==> src/rtl/pipeline_pkg.sv <==
// Shared pipeline definitions: IF state encoding, reset/NOP defaults, opcodes, IF/ID payload.
package pipeline_pkg;

  localparam int unsigned XLEN = 32;

  localparam logic [XLEN-1:0] RESET_PC_DEF  = 32'h0000_0000;
  localparam logic [XLEN-1:0] NOP_INSTR_DEF = 32'h0000_0013;

  // Major opcodes shared with the decoder
  localparam logic [6:0] OPC_OP_IMM = 7'b001_0011;
  localparam logic [6:0] OPC_BRANCH = 7'b110_0011;
  localparam logic [6:0] OPC_JAL    = 7'b110_1111;
  localparam logic [6:0] OPC_JALR   = 7'b110_0111;

  typedef enum logic [1:0] {
    BOOT = 2'd0,
    RUN  = 2'd1,
    HALT = 2'd2
  } if_state_e;

  typedef struct packed {
    logic [XLEN-1:0] instr;
    logic [XLEN-1:0] pc;
    logic            valid;
  } if_id_t;

endpackage

==> src/rtl/pc_next_sel.sv <==
// Next-state / next-address priority mux for the fetch stage.
module pc_next_sel
  import pipeline_pkg::*;
(
  input  logic [XLEN-1:0] reset_pc,
  input  if_state_e       state_q,
  input  logic [XLEN-1:0] pc_q,
  input  logic            vld_q,
  input  logic            stall,
  input  logic            redirect,
  input  logic [XLEN-1:0] redirect_pc,
  output if_state_e       state_d,
  output logic [XLEN-1:0] pc_d,
  output logic            vld_d,
  output logic            misalign_set_c,
  output logic [XLEN-1:0] imem_addr_c
);

  // Priority: misaligned redirect > redirect > stall > sequential
  always_comb begin
    state_d        = state_q;
    pc_d           = pc_q;
    vld_d          = vld_q;
    misalign_set_c = 1'b0;
    imem_addr_c    = pc_q;

    unique case (state_q)
      BOOT: begin
        imem_addr_c = reset_pc;
        state_d     = RUN;
        pc_d        = reset_pc;
        vld_d       = 1'b1;
      end
      RUN: begin
        if (redirect && (redirect_pc[1:0] != 2'b00)) begin
          state_d        = HALT;
          misalign_set_c = 1'b1;
          vld_d          = 1'b0;
        end else if (redirect) begin
          imem_addr_c = redirect_pc;
          pc_d        = redirect_pc;
          vld_d       = 1'b1;
        end else if (!stall) begin
          imem_addr_c = pc_q + XLEN'(4);
          pc_d        = pc_q + XLEN'(4);
          vld_d       = 1'b1;
        end
      end
      HALT: begin
        vld_d = 1'b0;
      end
      default: begin
        state_d = BOOT;
      end
    endcase
  end

endmodule

==> src/rtl/if_stage.sv <==
// Instruction-fetch stage: owns the PC, drives the sync ROM, presents {instr,pc,valid} to ID.
module if_stage
  import pipeline_pkg::*;
#(
  parameter logic [31:0] RESET_PC  = RESET_PC_DEF,
  parameter logic [31:0] NOP_INSTR = NOP_INSTR_DEF
) (
  input  logic        clk,
  input  logic        reset_n,
  input  logic        stall,
  input  logic        redirect,
  input  logic [31:0] redirect_pc,
  output logic [31:0] imem_addr,
  input  logic [31:0] imem_rdata,
  output logic [31:0] instr,
  output logic [31:0] pc,
  output logic        valid,
  output logic        fetch_misalign
);

  if_state_e       state_q, state_d;
  logic [XLEN-1:0] pc_q, pc_d;
  logic            vld_q, vld_d;
  logic            misalign_q, misalign_d;
  logic            misalign_set_c;
  logic [XLEN-1:0] sel_addr_c;
  logic            valid_c;
  if_id_t          if_id_c;

  pc_next_sel u_pc_next_sel (
    .reset_pc       (RESET_PC),
    .state_q        (state_q),
    .pc_q           (pc_q),
    .vld_q          (vld_q),
    .stall          (stall),
    .redirect       (redirect),
    .redirect_pc    (redirect_pc),
    .state_d        (state_d),
    .pc_d           (pc_d),
    .vld_d          (vld_d),
    .misalign_set_c (misalign_set_c),
    .imem_addr_c    (sel_addr_c)
  );

  always_comb begin
    misalign_d = misalign_q | misalign_set_c;
  end

  always_ff @(posedge clk) begin
    if (!reset_n) begin
      state_q    <= BOOT;
      pc_q       <= RESET_PC;
      vld_q      <= 1'b0;
      misalign_q <= 1'b0;
    end else begin
      state_q    <= state_d;
      pc_q       <= pc_d;
      vld_q      <= vld_d;
      misalign_q <= misalign_d;
    end
  end

  // Outputs are forced to their reset view while reset_n is low, ahead of the first edge
  always_comb begin
    valid_c       = reset_n & vld_q & (state_q == RUN) & ~redirect;
    if_id_c.valid = valid_c;
    if_id_c.pc    = reset_n ? pc_q : RESET_PC;
    if_id_c.instr = valid_c ? imem_rdata : NOP_INSTR;
  end

  assign imem_addr      = reset_n ? sel_addr_c : RESET_PC;
  assign instr          = if_id_c.instr;
  assign pc             = if_id_c.pc;
  assign valid          = if_id_c.valid;
  assign fetch_misalign = reset_n & misalign_q;

endmodule

==> config.mk <==
export PLATFORM = sky130hd
export DESIGN_NAME = if_stage
export DESIGN_NICKNAME = d
export VERILOG_FILES = /design/src/rtl/pipeline_pkg.sv /design/src/rtl/pc_next_sel.sv /design/src/rtl/if_stage.sv
export SDC_FILE = /design/constraint.sdc
export NUM_CORES = 1
export LEC_CHECK = 0
export CORE_MARGIN = 5
export CORE_UTILIZATION = 47
export DETAILED_ROUTE_END_ITERATION = 8
export PLACE_DENSITY = 0.87
export REMOVE_ABC_BUFFERS = 1
export SETUP_SLACK_MARGIN = 0.05
export SLEW_MARGIN = 15
export SYNTH_ARGS = -nofsm -noshare
export SYNTH_HDL_FRONTEND = slang
export SYNTH_HIERARCHICAL = 1
export SYNTH_SLANG_ARGS = --single-unit
==> constraint.sdc <==
create_clock -name clk -period 4.5 [get_ports clk]
set_input_delay 0.45 -clock clk [delete_from_list [all_inputs] [get_ports clk]]
set_output_delay 0.45 -clock clk [all_outputs]
set_load 0.005 [all_outputs]
==> results of run 1 <==
layout make-up:
| type | count | share of cell area (%) |
|---|---|---|
| sequential | 36 | 13.0 |
| multi-input combinational | 425 | 51.5 |
| timing repair buffer | 176 | 31.2 |
| tap | 105 | 2.37 |
| clock buffer | 8 | 1.63 |
| inverter | 4 | 0.271 |
worst max path at each step:
stage,start,to,slack [ns]
after floorplan,state_q[1]$_SDFF_PN0_,imem_addr[30],1.81
after global placement,redirect_pc[0],imem_addr[26],1.02
after detailed placement,redirect_pc[0],imem_addr[26],0.95
after CTS,redirect_pc[0],imem_addr[26],0.95
after global routing,redirect_pc[0],imem_addr[26],0.77
final,redirect_pc[0],imem_addr[31],0.87
sequential cells by signal (all words and copies together) (netlist names):
name        cells
vld_q           1
misalign_q      1
state_q         2
pc_q           32
placed cells by master, fill, tap and decap left out, types with 15 or more instances in the layout:
master                              n
sky130_fd_sc_hd__clkdlybuf4s50_1  163
sky130_fd_sc_hd__and2_1           105
sky130_fd_sc_hd__dfxtp_1           36
sky130_fd_sc_hd__conb_1            35
sky130_fd_sc_hd__nor3b_2           30
sky130_fd_sc_hd__nor2_1            20
sky130_fd_sc_hd__nand2_1           18
sky130_fd_sc_hd__o21ai_1           17
sky130_fd_sc_hd__a22oi_1           16
sky130_fd_sc_hd__a21oi_1           16
sky130_fd_sc_hd__nand3_1           15
sky130_fd_sc_hd__o21ai_0           15
power by group through the flow:
stage          Sequential (mW)  Clock, mW  Combinational, mW
2_1_floorplan            0.396          0              0.200
3_3_place_gp             0.403          0              0.421
3_5_place_dp             0.405          0              0.431
4_1_cts                  0.397      0.251              0.435
5_1_grt                  0.405      0.263              0.478
6_report                 0.400      0.250              0.437
layer usage:
| layer | global-route usage, % | vias up |
|---|---|---|
| met5 | 0 | - |
| met4 | 5.73 | 0 |
| met3 | 4.75 | 14 |
| met2 | 43.0 | 273 |
| met1 | 29.1 | 2054 |
| li1 | - | 2077 |
cell families (layout without fill, tap and decap cells):
group,after synthesis,count (layout),synth area share (%)
AOI/OAI and AO/OA,130,130,23.2
xor gates and xnor gates,3,3,0.668
DFF,36,36,18.3
muxes,6,6,1.59
and+or+nand+nor,250,250,43.2
buffers and inverters,83,188,12.7
other,1,35,0.0953
adders and majority gates,1,1,0.318
per-stage QoR:
stage | total power, mW | instance area (um^2)
4_1_cts | 1.08 | 5530
3_3_place_gp | 0.823 | 5440
5_1_grt | 1.15 | 5530
2_1_floorplan | 0.596 | 3580
6_report | 1.09 | 5530
3_5_place_dp | 0.836 | 5440
==> summary by stage, run 1 <==
Yosys
The average instance in the mapped netlist occupies approximately 7.7 um^2. The fraction of synthesis flops using an asynchronous set or reset pin is 0%. The number of warnings printed during yosys synthesis is 6. The combined area of all synthesized cells is around 4000 um^2. In the post-synthesis netlist, the biggest area contributors are sky130_fd_sc_hd__dfxtp_1 18%, sky130_fd_sc_hd__and2_1 17%, sky130_fd_sc_hd__nor3b_2 9.5%. After synthesis, the most frequently instantiated cells are 105 x sky130_fd_sc_hd__and2_1, 37 x sky130_fd_sc_hd__buf_4, 36 x sky130_fd_sc_hd__dfxtp_1, 30 x sky130_fd_sc_hd__nor3b_2, 23 x sky130_fd_sc_hd__clkbuf_1. The top flip-flop cell by instance count after synthesis is sky130_fd_sc_hd__dfxtp_1. The synthesized design contains 0 enable-type register cells.

Counting distinct cell types in the post-synthesis netlist gives between 70 and 80. The fraction of synthesized cell area taken by the top area cell type is a little under a fifth. The cell taking the most area after synthesis is sky130_fd_sc_hd__dfxtp_1.

For this run, the register share of the synthesized area comes to between 10% and 20%. The count of state elements after synthesis is 36. The synthesized instance count is 510. The dominant cell by count in the synthesized netlist is sky130_fd_sc_hd__and2_1.

Detailed routing
The residual antenna-violating net count after detailed routing is 0. The residual DRC count is 0. The post-detailed-routing wire length is about 13 mm. After detailed routing, the wire length on met1 is roughly 5.2 mm. The wire length on met2 is roughly 6.4 mm. Using the TritonRoute via totals, the vias-per-cell ratio works out to 5.86. For this block, the initial DRC count from the detailed router was about 400.

The total length of routed met3 wires is between 1 and 1.5 mm. The per-cell routed wire length is between 15 and 20 um. Signal routing reaches up to met4. The number of detailed-route iterations in the first pass is 5. Detailed routing inserted a total of about 4,400 vias.

Cells and area
The layout has 662 filler cells. The proportion of layout cells with a drive suffix above 1 is under 10%. The share of the core filled with cells is 67.7%.

Summing all flip-flop and latch instances after layout gives a little over 700 um^2. The multi-input combinational cells in the finished layout cover a total of 2850 um^2. The area growth from synthesis to layout is 40.6%. After the flow finishes, the layout carries non-filler instances totaling about 750. The antenna cell count is 0. At the end of the flow, the number of nets in the layout was 717.

Die
166 I/O pins were placed. The floorplan step defined a die boundary enclosing between 10,000 and 15,000 um^2. Once the floorplan was initialized, standard cells occupied roughly half of the core. The standard-cell row count is 33. The die is between 100 and 150 um tall.

In this run the horizontal extent of the chip is 102 um. The region available for standard cell placement spans 8180 um^2.

Worst setup path
The endpoint identified for the worst register-to-register timing path is pc_q[30]$_SDFF_PN0_. The number of buffers and inverters on the critical path is 3. The worst setup path is of the input pin to output port kind.

Walking the worst path, the cells encountered are clkdlybuf4s50_1 > o21ai_1 > buf_4 > nand3_1 > o311ai_1 > and2_1 > clkdlybuf4s50_1. Among cell families on the critical path, the largest total delay comes from buffers and inverters. STA puts the critical path data required time at 4.05 ns. The delay of the slowest critical-path stage is 0.71 ns. The critical register-to-register path startpoint is state_q[1]$_SDFF_PN0_. STA classifies the critical path startpoint as an input pin.

The data arrival time of the worst path is 3.18 ns. The critical path runs through a total of 7 cells. The critical-path cell with the highest stage delay is sky130_fd_sc_hd__o21ai_1. The number of cells on the worst reg-to-reg path is 7.

The type of element capturing the critical path is an output port. The most used cell along the critical path is sky130_fd_sc_hd__clkdlybuf4s50_1. The flop-to-flop setup slack is approximately 2.3 ns. Along the worst path, the maximum fanout reaches 13.

Clock network
The clock sink total is 36. Clock tree synthesis selected as its root buffer the cell sky130_fd_sc_hd__clkbuf_8. Counting the buffers created by CTS gives 5. The total of cells resized after clock tree synthesis is 0.

TritonCTS built the clock tree. The clock latency of the later-clocked register in the worst-skew pair is slightly below 0.3 ns. The clock transition at the registers of the reported paths is 0.08 ns. The total of hold buffers inserted after clock tree synthesis is 0.

The clock passes through at most 2 buffers. The post-CTS repair timing setup buffer count is 0. The H-tree was split into 2 levels.

Timing
The worst hold-check slack is around 0.47 ns. Setup violations remaining at the end of the flow were counted as 0. The least setup slack across all paths after layout is between 0.8 and 0.9 ns. The maximum frequency from static timing analysis is 276 MHz. Setup repair after global routing left no endpoint under its margin. The number of hold violations in the final report was 0.

The summed negative setup slack over all endpoints is 0 ns. The post-route clock skew is between 0.006 and 0.007 ns. The max-slew violation total from the final report came to 0. The worst relative slew slack is approximately 43%.

The clock period minus worst slack is around 3.6 ns. The fraction of the cycle the final worst path needs is between 80 and 90%. At the pin with the least slew margin, the transition time is roughly 0.85 ns.

Pwr
The clock network burns 23.0% of the power. For this design the ratio of total power to cell area is 196 nW/um^2. The switching power is 366 uW. In this run, flip-flops and latches consume about 37% of the power.

In this run switching power makes up between 30% and 40% of total power. The combinational fraction of design power is between 40 and 50%. The internal power of the cells totals about 720 uW. The analysis attributes to cell leakage a power of 1.99 nW. The peak supply drop is roughly 0.00012 V.

Outcome
The run finished with clean final reports.

Worst hold path
For hold timing, the worst endpoint is misalign_q$_SDFF_PN0_. The number of cells traversed by the worst hold path is 1. In this run the most critical hold path is launched from misalign_q$_SDFF_PN0_.

The classification of the worst-slack hold path is register to register.

Flow run
Across the run, the number of max-cap violations was 0.

GRT
Entering global routing, the biggest net connects 102 pins. The total grt overflow is 0. The overall global routing resource usage is a little under a quarter.

The via count of the first global-routing pass came to 4,124. The first global-routing pass estimated between 20 and 25 mm of wire. The number of antenna violations at the first check in global routing is 0.

Placement
Port buffering added 165 buffers. The final estimated routing congestion in global placement is 0.859. Once placement completed, the tool counted placed cells totaling about 750. OpenSTA, run right after detailed placement, puts the worst setup slack at ~0.95 ns. The HPWL after detailed placement is a little under 10 mm.
No activity file was read; power rests on OpenSTA's default activity.
==> run 2, diff against run 1 <==
Settings changed: CORE_UTILIZATION 47 to 44, PLACE_DENSITY 0.87 to 0.82.
Clock period 4.5 ns to 3.4 ns, I/O delays scaled along.
==> run 2 against run 1 <==
Effect of this change: sequential share of layout area fell by 0.23 points; combinational power rose by 34%; clock skew rose by 0.0057 ns; largest power group unchanged; register-to-register slack got worse by 0.96 ns; critical path depth rose by 1; largest cell class unchanged; utilization fell by 2.9 points; final area rose by 2.2%; non-clock buffer count rose by 11; worst hold slack improved by 0.0022 ns; worst setup slack got worse by 0.67 ns.
==> summary by stage, run 2 (same netlist as run 1, synthesis figures left out) <==
Placement
The number of port buffers is 165 (unchanged). The post-detailed-placement half-perimeter wirelength is 9.85 mm (+2.4%). The placed cell count is 760 (+1.9%).

The final estimated routing congestion in global placement is 0.924 (+7.6%).

Timing
The actual slew at the worst max-slew pin is 0.737 ns (-0.113 ns). The worst relative slew slack is 50.7% (+7.8 points). Setup repair after global routing left no endpoint under its margin. The fraction of the cycle the final worst path needs is a little over nine tenths. The clock period minus worst slack is around 3.2 ns. The post-route clock skew was 0.0125 ns (+0.00568 ns). The maximum frequency from static timing analysis is 313 MHz. The summed negative setup slack over all endpoints is 0 ns (unchanged).

The setup-violating endpoint count in the final report was 0 (unchanged). The number of hold violations in the final report is 0 (unchanged). The max-slew violation total from the final report is 0 (unchanged).

Detailed routing
The number of detailed-route iterations in the first pass is 5 (unchanged). The detail-routed via count per cell is 5.71 (-2.5%). The residual DRC count came to 0 (unchanged).

The post-detailed-routing wire length is 13.2 mm (+1.4%). The residual antenna-violating net count after detailed routing came to 0 (unchanged). The detailed-route via count is 4,387 (-0.70%). The initial detailed-routing violation count is 326 (-19%).

The per-cell routed wire length was 17.2 um (-0.44%).

Cells and area
The antenna cell count is 0 (unchanged). The number of filler instances in the final layout came to 746 (+13%). In the layout the commonest cells are 163 x sky130_fd_sc_hd__clkdlybuf4s50_1, 104 x sky130_fd_sc_hd__and2_1, 35 x sky130_fd_sc_hd__conb_1, 34 x sky130_fd_sc_hd__dfxtp_1, 30 x sky130_fd_sc_hd__nor3b_2.

The final net count was 728 (+1.5%). The register with the highest flop count is pc_q. The count of non-filler cells in the finished layout is 768 (+1.9%). The layout overhead on the synthesized area is 43.6%. The flip-flop count of the largest register after layout is 32 (unchanged). In the final layout, the registers with the most flip-flops are pc_q (32), state_q (2). The library cell used most frequently in the layout, excluding fill and tap cells, is sky130_fd_sc_hd__clkdlybuf4s50_1. The proportion of layout cells with a drive suffix above 1 was 11.4% (+2.4 points).

Worst hold path
The number of cells traversed by the worst hold path is 1 (unchanged). The classification of the worst-slack hold path is register to register.

GRT
The number of antenna violations at the first check in global routing came to 0 (unchanged). The via count of the first global-routing pass was 4,262 (+3.3%). The total grt overflow is 0 (unchanged). The pin count of the biggest net entering global routing came to 102 (unchanged). The overall global routing resource usage was 23.0% (-0.90 points). The first-pass GRT wire length is 21.4 mm (+6.0%).

Worst setup path
The number of buffers and inverters on the critical path is 1 (-2). The number of gates on the worst path with buffers counted is 8 (+1). The data arrival time of the worst path is 2.85 ns (-0.33 ns). The flop-to-flop setup slack was 1.30 ns (-0.96 ns). The family with the most delay on the worst path is simple AND/OR/NAND/NOR gates.

The startpoint type of the worst setup path is a register. Traced cell by cell, the critical path runs through ha_2 > nand4b_1 > nor3_4 > nand3_2 > or4b_1 > nand3_1 > and2_1 > clkdlybuf4s50_1. STA classifies the critical path endpoint as an output port. The slowest stage of the critical path belongs to the cell sky130_fd_sc_hd__or4b_1.

The required time of the critical path came to 3.06 ns (-0.99 ns). The worst-path maximum fanout is 7 (-6). The delay of the slowest critical-path stage was 0.52 ns (-0.19 ns).

The setup path with the least slack is of type register to output port. The worst-case reg-to-reg path depth was 7 (unchanged).

Clock network
The number of buffers inserted during clock tree synthesis was 5 (unchanged). The post-CTS repair timing setup buffer count was 0 (unchanged). The clock transition at the registers of the reported paths is 0.09 ns (about the same). The total of hold buffers inserted after clock tree synthesis is 0 (unchanged). The cell sitting at the root of the clock tree is a sky130_fd_sc_hd__clkbuf_8. The clock latency of the later-clocked register in the worst-skew pair is 0.30 ns (about the same). TritonCTS built the clock tree.

The number of buffers on the longest clock path is 2 (unchanged). The total number of H-tree levels is 2 (unchanged). The clock sink total is 36 (unchanged).

Die
The number of top-level pins is 166 (unchanged). The area of the core is 8720 um^2 (+6.7%). The starting density of the core is 45.1% (-3.0 points). The standard-cell row count is 34 (+3.0%). The vertical die dimension is 105 um (+3.0%). The die footprint came to 10,900 um^2 (+6.1%). The horizontal die dimension came to 105 um (+3.0%).

Pwr
The switching power was 502 uW (+37%). The switching share of total power is 33.1% (-0.60 points). The internal power came to 1.01 mW (+41%).

The static leakage is 2.07 nW (+3.9%). The post-layout total power is 1.52 mW (+39%). The combinational fraction of design power came to 38.8% (-1.4 points).

The power per standard cell area is 268 nW/um^2 (+36%). The proportion of power drawn by the clock network came to 26.5% (+3.5 points). The sequential fraction of design power was 34.7% (-2.1 points). The peak supply drop is 0.000176 V (+45%).

Outcome
The flow ran to the end, and the final reports show no timing, DRC or antenna violations.

Flow run
The number of maximum-capacitance violations came to 0 (unchanged).
## run 2: cell types whose count changed in the layout (fill, tap and decap cells not counted), moves of 2 or more
| cell | delta |
|---|---|
| sky130_fd_sc_hd__buf_4 | +11 |
| sky130_fd_sc_hd__clkbuf_1 | -2 |
| sky130_fd_sc_hd__dfxtp_1 | -2 |
| sky130_fd_sc_hd__dfxtp_2 | +2 |
## run 2: layout make-up
class	count	area, um^2	share of cell area (%)
well taps	108	135	2.39
clock inverters	3	42.5	0.752
repair buffers	187	1810	32.0
multi-input cells	425	2860	50.6
inverters	4	15.0	0.266
clock buffers	5	68.8	1.22
flip-flops and latches	36	723	12.8
## run 2: worst paths after layout
| check | startpoint | to |
|---|---|---|
| setup reg to reg | pc_q[2]$_SDFF_PN0_ | pc_q[26]$_SDFF_PN0_ |
| hold / removal | misalign_q$_SDFF_PN0_ | misalign_q$_SDFF_PN0_ |
| setup / recovery | pc_q[2]$_SDFF_PN0_ | imem_addr[26] |
| hold reg to reg | misalign_q$_SDFF_PN0_ | misalign_q$_SDFF_PN0_ |
## run 2: metrics by stage
step	worst slack (ns)	utilization [%]	hold WS, ns	cell area [um^2]
finish	0.207	64.8	0.468	5650
global route	0.0539	64.8	0.494	5650
CTS	0.111	64.6	0.468	5640
detailed placement	0.288	63.4	0.447	5530
global placement	0.310	63.4	0.434	5530
floorplan	0.820	-	0.420	3580
## run 2: layer usage
metal | vias up | wire length (um) | track usage [%]
li1 | 2106 | - | -
met1 | 1988 | 5320 | 27.9
met2 | 273 | 6440 | 40.8
met3 | 20 | 1240 | 6.10
met4 | 0 | 210 | 4.66
met5 | - | 0 | 0
## run 2: power by group through the flow
| stage | sequential [mW] | clock [mW] | combinational (mW) |
|---|---|---|---|
| 2_1_floorplan | 0.524 | 0 | 0.265 |
| 3_3_place_gp | 0.531 | 0 | 0.571 |
| 3_5_place_dp | 0.534 | 0 | 0.582 |
| 4_1_cts | 0.524 | 0.401 | 0.586 |
| 5_1_grt | 0.534 | 0.416 | 0.642 |
| 6_report | 0.526 | 0.402 | 0.587 |
## run 2: what timing repair did
item	4_1_cts	5_1_grt
endpoints found under the hold margin	0	0
setup endpoints to repair	0	4
resized for setup	0	5
==> run 3, diff against run 2 <==
--- a/config.mk
+++ b/config.mk
@@ -9,4 +9,5 @@
 export CORE_UTILIZATION = 44
 export DETAILED_ROUTE_END_ITERATION = 8
+export GPL_ROUTABILITY_DRIVEN = 0
 export PLACE_DENSITY = 0.82
 export REMOVE_ABC_BUFFERS = 1
==> constraint.sdc (replaced) <==
create_clock -name clk -period 3.4 [get_ports clk]
set_input_delay 0.34 -clock clk [delete_from_list [all_inputs] [get_ports clk]]
set_output_delay 0.34 -clock clk [all_outputs]
set_load 0.02 [all_outputs]
==> run 3 against run 2 <==
Effect of this change: die area stayed put; worst setup slack worse by 0.045 ns; total power grew 1.4%; cell count up 0.26%; via count increased by 0.52%; combinational power increased by 12%.
==> summary by stage, run 3 (same netlist as run 1, synthesis figures left out) <==
Timing
The max-slew violation total from the final report was 0 (unchanged). The number of hold violations in the final report is 0 (unchanged). The actual slew at the worst max-slew pin is 0.709 ns (-0.0279 ns). The clock period minus worst slack came to 3.24 ns (+0.0448 ns). The post-route clock skew came to 0.0110 ns (-0.00155 ns).

The setup-violating endpoint count in the final report is 0 (unchanged). The summed negative setup slack over all endpoints is 0 ns (unchanged). Setup repair after global routing could not meet its margin everywhere.

The maximum frequency from static timing analysis is 309 MHz (-1.4%). The fraction of the cycle the final worst path needs is 95.2% (+1.3 points). The worst relative slew slack is 52.6% (+1.9 points).

Placement
The number of port buffers is 165 (unchanged). The post-detailed-placement half-perimeter wirelength was 9.87 mm (+0.14%).

Cells and area
The number of filler instances in the final layout is 739 (-0.94%). The final net count came to 731 (+0.41%). Leaving out fill and tap cells, the most frequent cells in the layout are 160 x sky130_fd_sc_hd__clkdlybuf4s50_1, 105 x sky130_fd_sc_hd__and2_1, 35 x sky130_fd_sc_hd__conb_1, 34 x sky130_fd_sc_hd__dfxtp_1, 30 x sky130_fd_sc_hd__nor3b_2. In the final layout, the registers with the most flip-flops are pc_q (32), state_q (2). Relative to the synthesized area, the layout overhead comes to 44.2%. Leaving out fill and tap cells, the most frequent cell in the layout is sky130_fd_sc_hd__clkdlybuf4s50_1. The antenna cell count is 0 (unchanged).

The flip-flop count of the largest register after layout is 32 (unchanged). The proportion of layout cells with a drive suffix above 1 is 11.6% (+0.27 points). The register with the highest flop count is pc_q.

Clock network
The root buffer cell is sky130_fd_sc_hd__clkbuf_8. The number of buffers on the longest clock path came to 2 (unchanged). The clock sink total came to 36 (unchanged). The TritonCTS clock tree is yes. The total number of H-tree levels is 2 (unchanged). The clock transition at the registers of the reported paths was 0.08 ns (about the same).

The total of hold buffers inserted after clock tree synthesis was 0 (unchanged). The number of buffers inserted during clock tree synthesis is 5 (unchanged). The clock latency of the later-clocked register in the worst-skew pair is 0.29 ns (about the same).

Detailed routing
The residual antenna-violating net count after detailed routing came to 0 (unchanged). The detail-routed via count per cell is 5.73 (+0.26%). The number of detailed-route iterations in the first pass is 5 (unchanged).

The initial detailed-routing violation count came to 322 (-1.2%). The detailed-route via count is 4,410 (+0.52%). The post-detailed-routing wire length is 13.3 mm (+1.0%). The per-cell routed wire length is 17.3 um (+0.77%). The residual DRC count is 0 (unchanged).

Worst setup path
The delay of the slowest critical-path stage is 0.54 ns (+0.02 ns). The critical-path cell with the highest stage delay is sky130_fd_sc_hd__clkdlybuf4s50_1. The worst-path maximum fanout is 7 (unchanged). Walking the worst path, the cells encountered are clkdlybuf4s50_1 > nand4b_1 > nor3_4 > buf_4 > buf_4 > xnor2_1 > a21oi_1 > a221o_1 > and2_1 > clkdlybuf4s50_1. The worst setup path is launched from an input pin.

The type of element capturing the critical path is an output port. The data arrival time of the worst path came to 2.90 ns (+0.05 ns). The worst setup path is of the input pin to output port kind. The required time of the critical path was 3.06 ns (about the same).

Flow run
The number of maximum-capacitance violations is 0 (unchanged).

GRT
The met3 track demand over resource in global routing is 4.56% (-1.5 points). The via count of the first global-routing pass is 4,203 (-1.4%). The met1 layer usage reported by global route is 29.0% (+1.1 points). The first-pass GRT wire length was 21.1 mm (-1.3%).

The met2 demand-to-capacity share in global routing is 38.5% (-2.3 points). The number of antenna violations at the first check in global routing is 0 (unchanged). The overall global routing resource usage is 22.6% (-0.41 points). The peak-usage layer in the global routing report is met2. The total grt overflow is 0 (unchanged). The pin count of the biggest net entering global routing is 100 (-2.0%).

Die
The area of the core is 8720 um^2 (unchanged). The standard-cell row count is 34 (unchanged). The horizontal die dimension is 105 um (unchanged). The vertical die dimension is 105 um (unchanged). The die footprint is 10,900 um^2 (unchanged). The starting density of the core was 45.1% (unchanged). The number of top-level pins came to 166 (unchanged).

Outcome
The run finished with clean final reports.

Pwr
The post-layout total power is 1.54 mW (+1.4%). The peak supply drop is 0.000176 V (about the same). The power per standard cell area is 270 nW/um^2 (+0.93%).

The static leakage is 2.13 nW (+3.0%).

Worst hold path
The classification of the worst-slack hold path is input pin to register.
## run 3: cell types whose count changed in the layout (fill, tap and decap cells not counted), moves of 2 or more
| cell | delta |
|---|---|
| sky130_fd_sc_hd__buf_4 | +2 |
| sky130_fd_sc_hd__clkbuf_8 | +2 |
| sky130_fd_sc_hd__clkdlybuf4s50_1 | -3 |
| sky130_fd_sc_hd__dlymetal6s2s_1 | +3 |
## run 3: per-layer routing
metal,share of wire (%),wire length (um)
met5,0,0
met4,1.4,184
met1,43,5740
met3,7.8,1050
met2,48,6370
## run 3: path summary, 6_finish.rpt
path,from,endpoint,slack (ns),depth (start not counted)
worst max-delay path,stall,imem_addr[12],0.16,10
worst min-delay path,reset_n,vld_q$_SDFF_PN0_,0.42,2
worst max register to register,pc_q[3]$_SDFF_PN0_,pc_q[12]$_SDFF_PN0_,1.25,9
worst min register to register,misalign_q$_SDFF_PN0_,misalign_q$_SDFF_PN0_,0.45,1
## run 3: critical path: cells and delay by family
family	cells	cell delay [ns]
xor gates and xnor gates	1	0.11
and+or+nand+nor	3	0.77
buffers and inverters	4	1.33
AOI/OAI and AO/OA	2	0.35
## run 3: what timing repair did
item | CTS | global route
gates cloned | 0 | 1
buffers inserted | 0 | 1
endpoints found under the setup margin | 1 | 11
pin swaps | 0 | 1
resized for setup | 1 | 7
## run 3: layout make-up
| cell class | instances | area, um^2 | share of cell area (%) |
|---|---|---|---|
| tap | 108 | 135 | 2.38 |
| timing repair buffer | 189 | 1830 | 32.2 |
| multi-input combinational | 426 | 2880 | 50.7 |
| sequential | 36 | 723 | 12.7 |
| clock buffer | 7 | 96.3 | 1.70 |
| inverter | 4 | 15.0 | 0.264 |
## run 3: report_power, final
group / leakage (nW) / switching (mW) / internal, mW / total, mW
sequential: 0.299 / 0.0694 / 0.462 / 0.532
combinational: 1.78 / 0.324 / 0.334 / 0.658
clock: 0.0503 / 0.165 / 0.181 / 0.346
## run 3: through the flow
step	util [%]	area, um^2	std cells	hold slack, ns	setup slack, ns
2_1_floorplan	-	3580	465	0.420	0.720
3_3_place_gp	63.4	5530	761	0.432	0.112
3_5_place_dp	63.4	5530	761	0.440	0.0975
4_1_cts	64.6	5640	768	0.361	0.0884
5_1_grt	65.1	5680	770	0.421	0.0221
6_report	65.1	5680	770	0.421	0.162
